File: config.mk
export PLATFORM = sky130hd
export DESIGN_NAME = dcache_wt
export DESIGN_NICKNAME = d
export VERILOG_FILES = /design/src/rtl/dcache_wt.sv
export SDC_FILE = /design/constraint.sdc
export NUM_CORES = 2
export LEC_CHECK = 0
export CAP_MARGIN = 20
export CELL_PAD_IN_SITES_DETAIL_PLACEMENT = 1
export CELL_PAD_IN_SITES_GLOBAL_PLACEMENT = 2
export CORE_ASPECT_RATIO = 1.25
export CORE_MARGIN = 2
export CORE_UTILIZATION = 50
export DETAILED_ROUTE_END_ITERATION = 8
export PLACE_DENSITY_LB_ADDON = 0.1
export SLEW_MARGIN = 20
export SYNTH_ARGS = -nofsm -noshare
export SYNTH_HDL_FRONTEND = slang
export SYNTH_SLANG_ARGS = --single-unit
export TNS_END_PERCENT = 30
File: constraint.sdc
create_clock -name clk -period 6.8 [get_ports clk]
set_input_delay 1.02 -clock clk [delete_from_list [all_inputs] [get_ports clk]]
set_output_delay 1.02 -clock clk [all_outputs]
set_load 0.01 [all_outputs]
File: src/rtl/dcache_wt.sv
// dcache_wt: direct-mapped, write-through, no-write-allocate data cache.
// Sits between the CPU load/store stage and a word-addressed main memory.
// Loads that miss trigger a 4-word line refill. Every store becomes one word write to memory.
// Because memory is always current, a line is never written back when it is evicted.
module dcache_wt #(
    parameter int INDEX_W = 4,
    parameter int ADDR_W  = 16
) (
    input  logic              clk,
    input  logic              rst,
    input  logic              cpu_re_i,
    input  logic              cpu_we_i,
    input  logic [ADDR_W-1:0] cpu_addr_i,
    input  logic [31:0]       cpu_wdata_i,
    output logic [31:0]       cpu_rdata_o,
    output logic              cpu_stall_o,
    output logic              mem_le_o,
    output logic [ADDR_W-1:0] mem_raddr_o,
    input  logic [127:0]      mem_rline_i,
    input  logic              mem_wa_i,
    output logic              mem_we_o,
    output logic [ADDR_W-1:0] mem_waddr_o,
    output logic [31:0]       mem_wdata_o
);

    localparam int LINES = 2 ** INDEX_W;
    localparam int TAG_W = ADDR_W - 2 - INDEX_W;

    localparam logic [1:0] ST_IDLE        = 2'd0;
    localparam logic [1:0] ST_REFILL_REQ  = 2'd1;
    localparam logic [1:0] ST_REFILL_WAIT = 2'd2;
    localparam logic [1:0] ST_WRITE       = 2'd3;

    // Pick one 32-bit word out of a 128-bit line.
    function automatic logic [31:0] word_sel(input logic [127:0] line, input logic [1:0] off);
        logic [31:0] w;
        case (off)
            2'd0:    w = line[31:0];
            2'd1:    w = line[63:32];
            2'd2:    w = line[95:64];
            2'd3:    w = line[127:96];
            default: w = 32'd0;
        endcase
        return w;
    endfunction

    // Replace one 32-bit word of a line and leave the other three words unchanged.
    function automatic logic [127:0] word_merge(input logic [127:0] line, input logic [1:0] off,
                                                input logic [31:0] w);
        logic [127:0] r;
        r = line;
        case (off)
            2'd0:    r[31:0]   = w;
            2'd1:    r[63:32]  = w;
            2'd2:    r[95:64]  = w;
            2'd3:    r[127:96] = w;
            default: r = line;
        endcase
        return r;
    endfunction

    // Cache storage. Only the valid bits are reset.
    logic [LINES-1:0] valid_q;
    logic [TAG_W-1:0] tag_q  [LINES];
    logic [127:0]     data_q [LINES];

    logic [1:0]        state_q, state_d;
    logic              mem_le_q, mem_le_d;
    logic              mem_we_q, mem_we_d;
    logic [ADDR_W-1:0] mem_raddr_q, mem_raddr_d;
    logic [ADDR_W-1:0] mem_waddr_q, mem_waddr_d;
    logic [31:0]       mem_wdata_q, mem_wdata_d;

    // Address fields of the live CPU request.
    logic [1:0]         cpu_off_s;
    logic [INDEX_W-1:0] cpu_index_s;
    logic [TAG_W-1:0]   cpu_tag_s;
    logic               cpu_hit_s;

    // Address fields of the pending refill. mem_raddr doubles as the latch for this address.
    logic [INDEX_W-1:0] rf_index_s;
    logic [TAG_W-1:0]   rf_tag_s;

    // Address fields of the pending store. mem_waddr doubles as the latch for this address.
    logic [1:0]         st_off_s;
    logic [INDEX_W-1:0] st_index_s;
    logic [TAG_W-1:0]   st_tag_s;
    logic               st_hit_s;

    logic cpu_stall_s;
    logic refill_done_s;
    logic store_hit_s;

    assign cpu_off_s   = cpu_addr_i[1:0];
    assign cpu_index_s = cpu_addr_i[INDEX_W+1:2];
    assign cpu_tag_s   = cpu_addr_i[ADDR_W-1:INDEX_W+2];
    assign cpu_hit_s   = valid_q[cpu_index_s] && (tag_q[cpu_index_s] == cpu_tag_s);

    assign rf_index_s  = mem_raddr_q[INDEX_W+1:2];
    assign rf_tag_s    = mem_raddr_q[ADDR_W-1:INDEX_W+2];

    assign st_off_s    = mem_waddr_q[1:0];
    assign st_index_s  = mem_waddr_q[INDEX_W+1:2];
    assign st_tag_s    = mem_waddr_q[ADDR_W-1:INDEX_W+2];
    assign st_hit_s    = valid_q[st_index_s] && (tag_q[st_index_s] == st_tag_s);

    // The load hit data is combinational, so a hit completes in the same cycle.
    assign cpu_rdata_o = word_sel(data_q[cpu_index_s], cpu_off_s);
    assign cpu_stall_o = cpu_stall_s;

    assign mem_le_o    = mem_le_q;
    assign mem_we_o    = mem_we_q;
    assign mem_raddr_o = mem_raddr_q;
    assign mem_waddr_o = mem_waddr_q;
    assign mem_wdata_o = mem_wdata_q;

    // Next state, stall, and the values that the memory-side registers take next.
    always_comb begin
        state_d       = state_q;
        mem_raddr_d   = mem_raddr_q;
        mem_waddr_d   = mem_waddr_q;
        mem_wdata_d   = mem_wdata_q;
        cpu_stall_s   = 1'b0;
        refill_done_s = 1'b0;
        store_hit_s   = 1'b0;
        case (state_q)
            ST_IDLE: begin
                if (cpu_we_i) begin
                    // A store wins over a load that is asserted in the same cycle.
                    cpu_stall_s = 1'b1;
                    mem_waddr_d = cpu_addr_i;
                    mem_wdata_d = cpu_wdata_i;
                    state_d     = ST_WRITE;
                end else if (cpu_re_i) begin
                    if (cpu_hit_s) begin
                        cpu_stall_s = 1'b0;
                        state_d     = ST_IDLE;
                    end else begin
                        cpu_stall_s = 1'b1;
                        mem_raddr_d = {cpu_addr_i[ADDR_W-1:2], 2'b00};
                        state_d     = ST_REFILL_REQ;
                    end
                end else begin
                    cpu_stall_s = 1'b0;
                    state_d     = ST_IDLE;
                end
            end
            ST_REFILL_REQ: begin
                cpu_stall_s = 1'b1;
                state_d     = ST_REFILL_WAIT;
            end
            ST_REFILL_WAIT: begin
                cpu_stall_s = 1'b1;
                if (!mem_wa_i) begin
                    refill_done_s = 1'b1;
                    state_d       = ST_IDLE;
                end else begin
                    state_d = ST_REFILL_WAIT;
                end
            end
            ST_WRITE: begin
                // The store completes in this cycle. A store that hits also updates the cached word.
                cpu_stall_s = 1'b0;
                store_hit_s = st_hit_s;
                state_d     = ST_IDLE;
            end
            default: begin
                cpu_stall_s = 1'b0;
                state_d     = ST_IDLE;
            end
        endcase
        mem_le_d = (state_d == ST_REFILL_REQ) || (state_d == ST_REFILL_WAIT);
        mem_we_d = (state_d == ST_WRITE);
    end

    // State register and registered memory strobes/addresses. Reset aborts any pending operation.
    always_ff @(posedge clk) begin
        if (rst) begin
            state_q     <= ST_IDLE;
            mem_le_q    <= 1'b0;
            mem_we_q    <= 1'b0;
            mem_raddr_q <= {ADDR_W{1'b0}};
            mem_waddr_q <= {ADDR_W{1'b0}};
            mem_wdata_q <= 32'd0;
        end else begin
            state_q     <= state_d;
            mem_le_q    <= mem_le_d;
            mem_we_q    <= mem_we_d;
            mem_raddr_q <= mem_raddr_d;
            mem_waddr_q <= mem_waddr_d;
            mem_wdata_q <= mem_wdata_d;
        end
    end

    // Valid bits: all are cleared on reset, and a bit is set when its line finishes a refill.
    always_ff @(posedge clk) begin
        if (rst) begin
            valid_q <= {LINES{1'b0}};
        end else if (refill_done_s) begin
            valid_q[rf_index_s] <= 1'b1;
        end
    end

    // Tag and data arrays (not reset). Reset blocks writes so that an aborted refill installs nothing.
    always_ff @(posedge clk) begin
        if (!rst) begin
            if (refill_done_s) begin
                data_q[rf_index_s] <= mem_rline_i;
                tag_q[rf_index_s]  <= rf_tag_s;
            end else if (store_hit_s) begin
                data_q[st_index_s] <= word_merge(data_q[st_index_s], st_off_s, mem_wdata_q);
            end
        end
    end

endmodule

==> impl_results.md <==
- Status: finished, final reports clean
- Root Buffer: clkbuf_16
- Period utilisation layout: 0.857
- Critical path startpoint category: input pin
- Crit Path Max Fanout: 57
- Setup_tns: 0 ps
- Leak: 0.0321 µW
- Max-slew headroom: 0.209
- Rows: 174
- Die span in y: 480 µm
- Switching power: 6490 µW
- TritonCTS clock tree: yes
- Post-Syn Area: 90700 µm²
- Hold Path Class: reg2reg
- Post-synthesis sequential area ratio: 0.750
- Unique masters post-synth: 46
- Max clock buf depth: 3
- CTS buffer count: 217
- Worst Setup End Kind: primary output
- Switching portion of total power: 0.220
- Syn Area/Cell: 23.0 µm²
- TritonRoute pass-1 iters: 5
- I/O Pins: 280
- CTS sink cnt: 2294
- Count leader, synth: edfxtp_1
- Design Power: 29500 µW
- Pre-CTS WS: 947 ps
- H-tree depth: 4
- Remaining Overflow, GRT: 0
- Core area: 180000 µm²
- Number of I/O port buffers: 277
- #FFs+latches synth: 2294
- Final worst setup slack: 974 ps
- Worst Setup SP: cpu_addr_i[2]
- Synth top area share: 0.731
- EDFF count, synth: 2208
- DRT iter0 DRCs: 5600
- Yosys warning count: 0
- Final Max Slew Viols: 0
- Reg power frac: 0.529
- Hold_sp: mem_wdata_o[12]
- Largest area contributor in the netlist: edfxtp_1
- Initial antenna violation count: 50
- Die X: 385 µm
- Postcts setup bufs: 0
- Top cells by area, synth: edfxtp_1 (73%), mux4_2 (18%), dfxtp_1 (1.9%)
- Post-synthesis cell count: 3949
- CTS clk-pin slew, worst paths: 60 ps
- Cell count after placement: 6521
- Nets@finish: 4554
- Post-synth top cells: edfxtp_1 (2208), mux4_2 (744), mux2_2 (130), clkbuf_1 (121), nand2_1 (111)
- Max VDD drop: 257 µV
- CP Class: in2out
- Detail Route Antenna Nets: 0
- Post-cts sizing count: 0
- # setup viols final: 0
- WL per Instance: 38.5 µm
- Max frequency: 0.172 GHz
- Power Internal: 23000 µW
- Via/cell ratio: 6.46
- First-pass GRT wire length: 370 mm
- Die area: 185000 µm²
- Fin. Hold Viols: 0
- Critical path arrival: 4810 ps
- Largest net degree at the start of global routing: 89
- Via count: 45007
- Layout cells sized above 1: 0.320
- Combinational power share: 0.067
- PwrDens: 281 nW/µm²
- CP required: 5780 ps
- Total Routing Usage GR: 0.296
- Vias in the first global route: 46095
- Total routed wirelength: 268 mm
- Async set-or-reset flop fraction in the synthesized netlist: 0
- Initial cell density of the core: 0.504
- Routability cong.: 0.809
- DP HPWL: 157 mm
- Layout area overhead: 15.6%
- Clk pwr share: 0.403
- RSZ-0062 raised after global routing: false
- CTS Hold Bufs: 0
- Max Cap Viol: 0
- Non-filler cells, final: 6967
- Ys flop type: edfxtp_1
- Drt drc: 0
- Worst Tran Pin Value: 1150 ps
- Worst clock skew: 24.6 ps
- Clk_lat worst skew: 860 ps
- Tmin final: 5830 ps
[routing by layer]
layer | vias to the layer above | routed length, µm | global-route usage
met1 | 24727 | 103000 | 0.413
met2 | 2260 | 133000 | 0.483
li1 | 17665 | - | -
met3 | 341 | 23600 | 0.0518
met4 | 14 | 7590 | 0.0842
met5 | - | 76 | 0
[per-stage QoR]
| step | hold WS [ps] | util | area (µm²) |
|---|---|---|---|
| 2_1_floorplan | 458 | - | 90700 |
| 3_3_place_gp | 446 | 0.543 | 97700 |
| 3_5_place_dp | 447 | 0.543 | 97700 |
| 4_1_cts | 456 | 0.581 | 105000 |
| 5_1_grt | 478 | 0.582 | 105000 |
| 6_report | 457 | 0.582 | 105000 |
[critical path, stage by stage]
cell and delay, ps:
buf_8 550, buf_4 710, mux4_2 590, mux4_2 680, mux4_2 590, clkdlybuf4s50_1 510
[cell type report]
cell class / count / area [µm²]
fill: 14798 / 75200
multi-input combinational: 1395 / 22100
sequential: 2294 / 68000
tap: 2376 / 2970
antenna: 40 / 100
inverter: 23 / 86.3
clock buffer: 277 / 5920
clock inverter: 125 / 998
timing repair buffer: 437 / 4600
[registers in the layout, summed over array words and instances (netlist names), named ones only]
register	cells
tag_q	160
mem_raddr_o	14
data_q	2048
state_q	2
mem_le_o	1
mem_we_o	1
mem_waddr_o	16
valid_q	16
mem_wdata_o	32
[power by group through the flow]
stage / combinational (µW) / clock (µW) / sequential (µW)
after floorplan: 1020 / 0 / 15900
after global placement: 1960 / 0 / 15900
final: 1980 / 11900 / 15600
after global routing: 2060 / 12500 / 15600
after CTS: 1990 / 12100 / 15600
after detailed placement: 1990 / 0 / 15900
[cells by family (layout without fill, tap and decap cells)]
family                   after synthesis  count (layout)  share of synthesized area
AO/OA/AOI/OAI                         91              91                    0.00579
XOR/XNOR                              22              22                    0.00212
adder cells (fa/ha/maj)                5               5                   0.000690
buffers and inverters                261             862                     0.0127
flip-flops                          2294            2294                      0.750
multiplexers                         976             976                      0.214
other                                  1              42                  0.0000413
AND/OR/NAND/NOR                      299             299                     0.0148
[placed cells by master (no fill, tap or decap), drive strengths merged, types with 2 or more instances in the layout]
cell type / count
diode: 40
clkinv: 92
dfxtp: 86
ha: 5
edfxtp: 2208
a21oi: 53
mux2i: 93
inv: 35
nand3b: 4
a211oi: 5
conb: 2
mux4: 753
o21ai: 4
o22ai: 18
clkinvlp: 7
nor2: 100
mux2: 130
a31oi: 7
bufinv: 14
nor3: 14
nand3: 5
clkdlybuf4s50: 270
nor2b: 12
xor2: 4
buf: 167
xnor2: 18
clkbuf: 277
nand2: 111
nand2b: 39
nor4: 4
[worst paths after layout]
kind                                        end  slack, ps  cells past startpoint
worst max-delay path            cpu_rdata_o[17]        970                      6
worst min-delay path            mem_wdata_o[12]        460                      2
worst max register to register   data_q[13][86]       1760                     11
worst min register to register  mem_wdata_o[12]        460                      2
(Power assumes the default switching activity.)
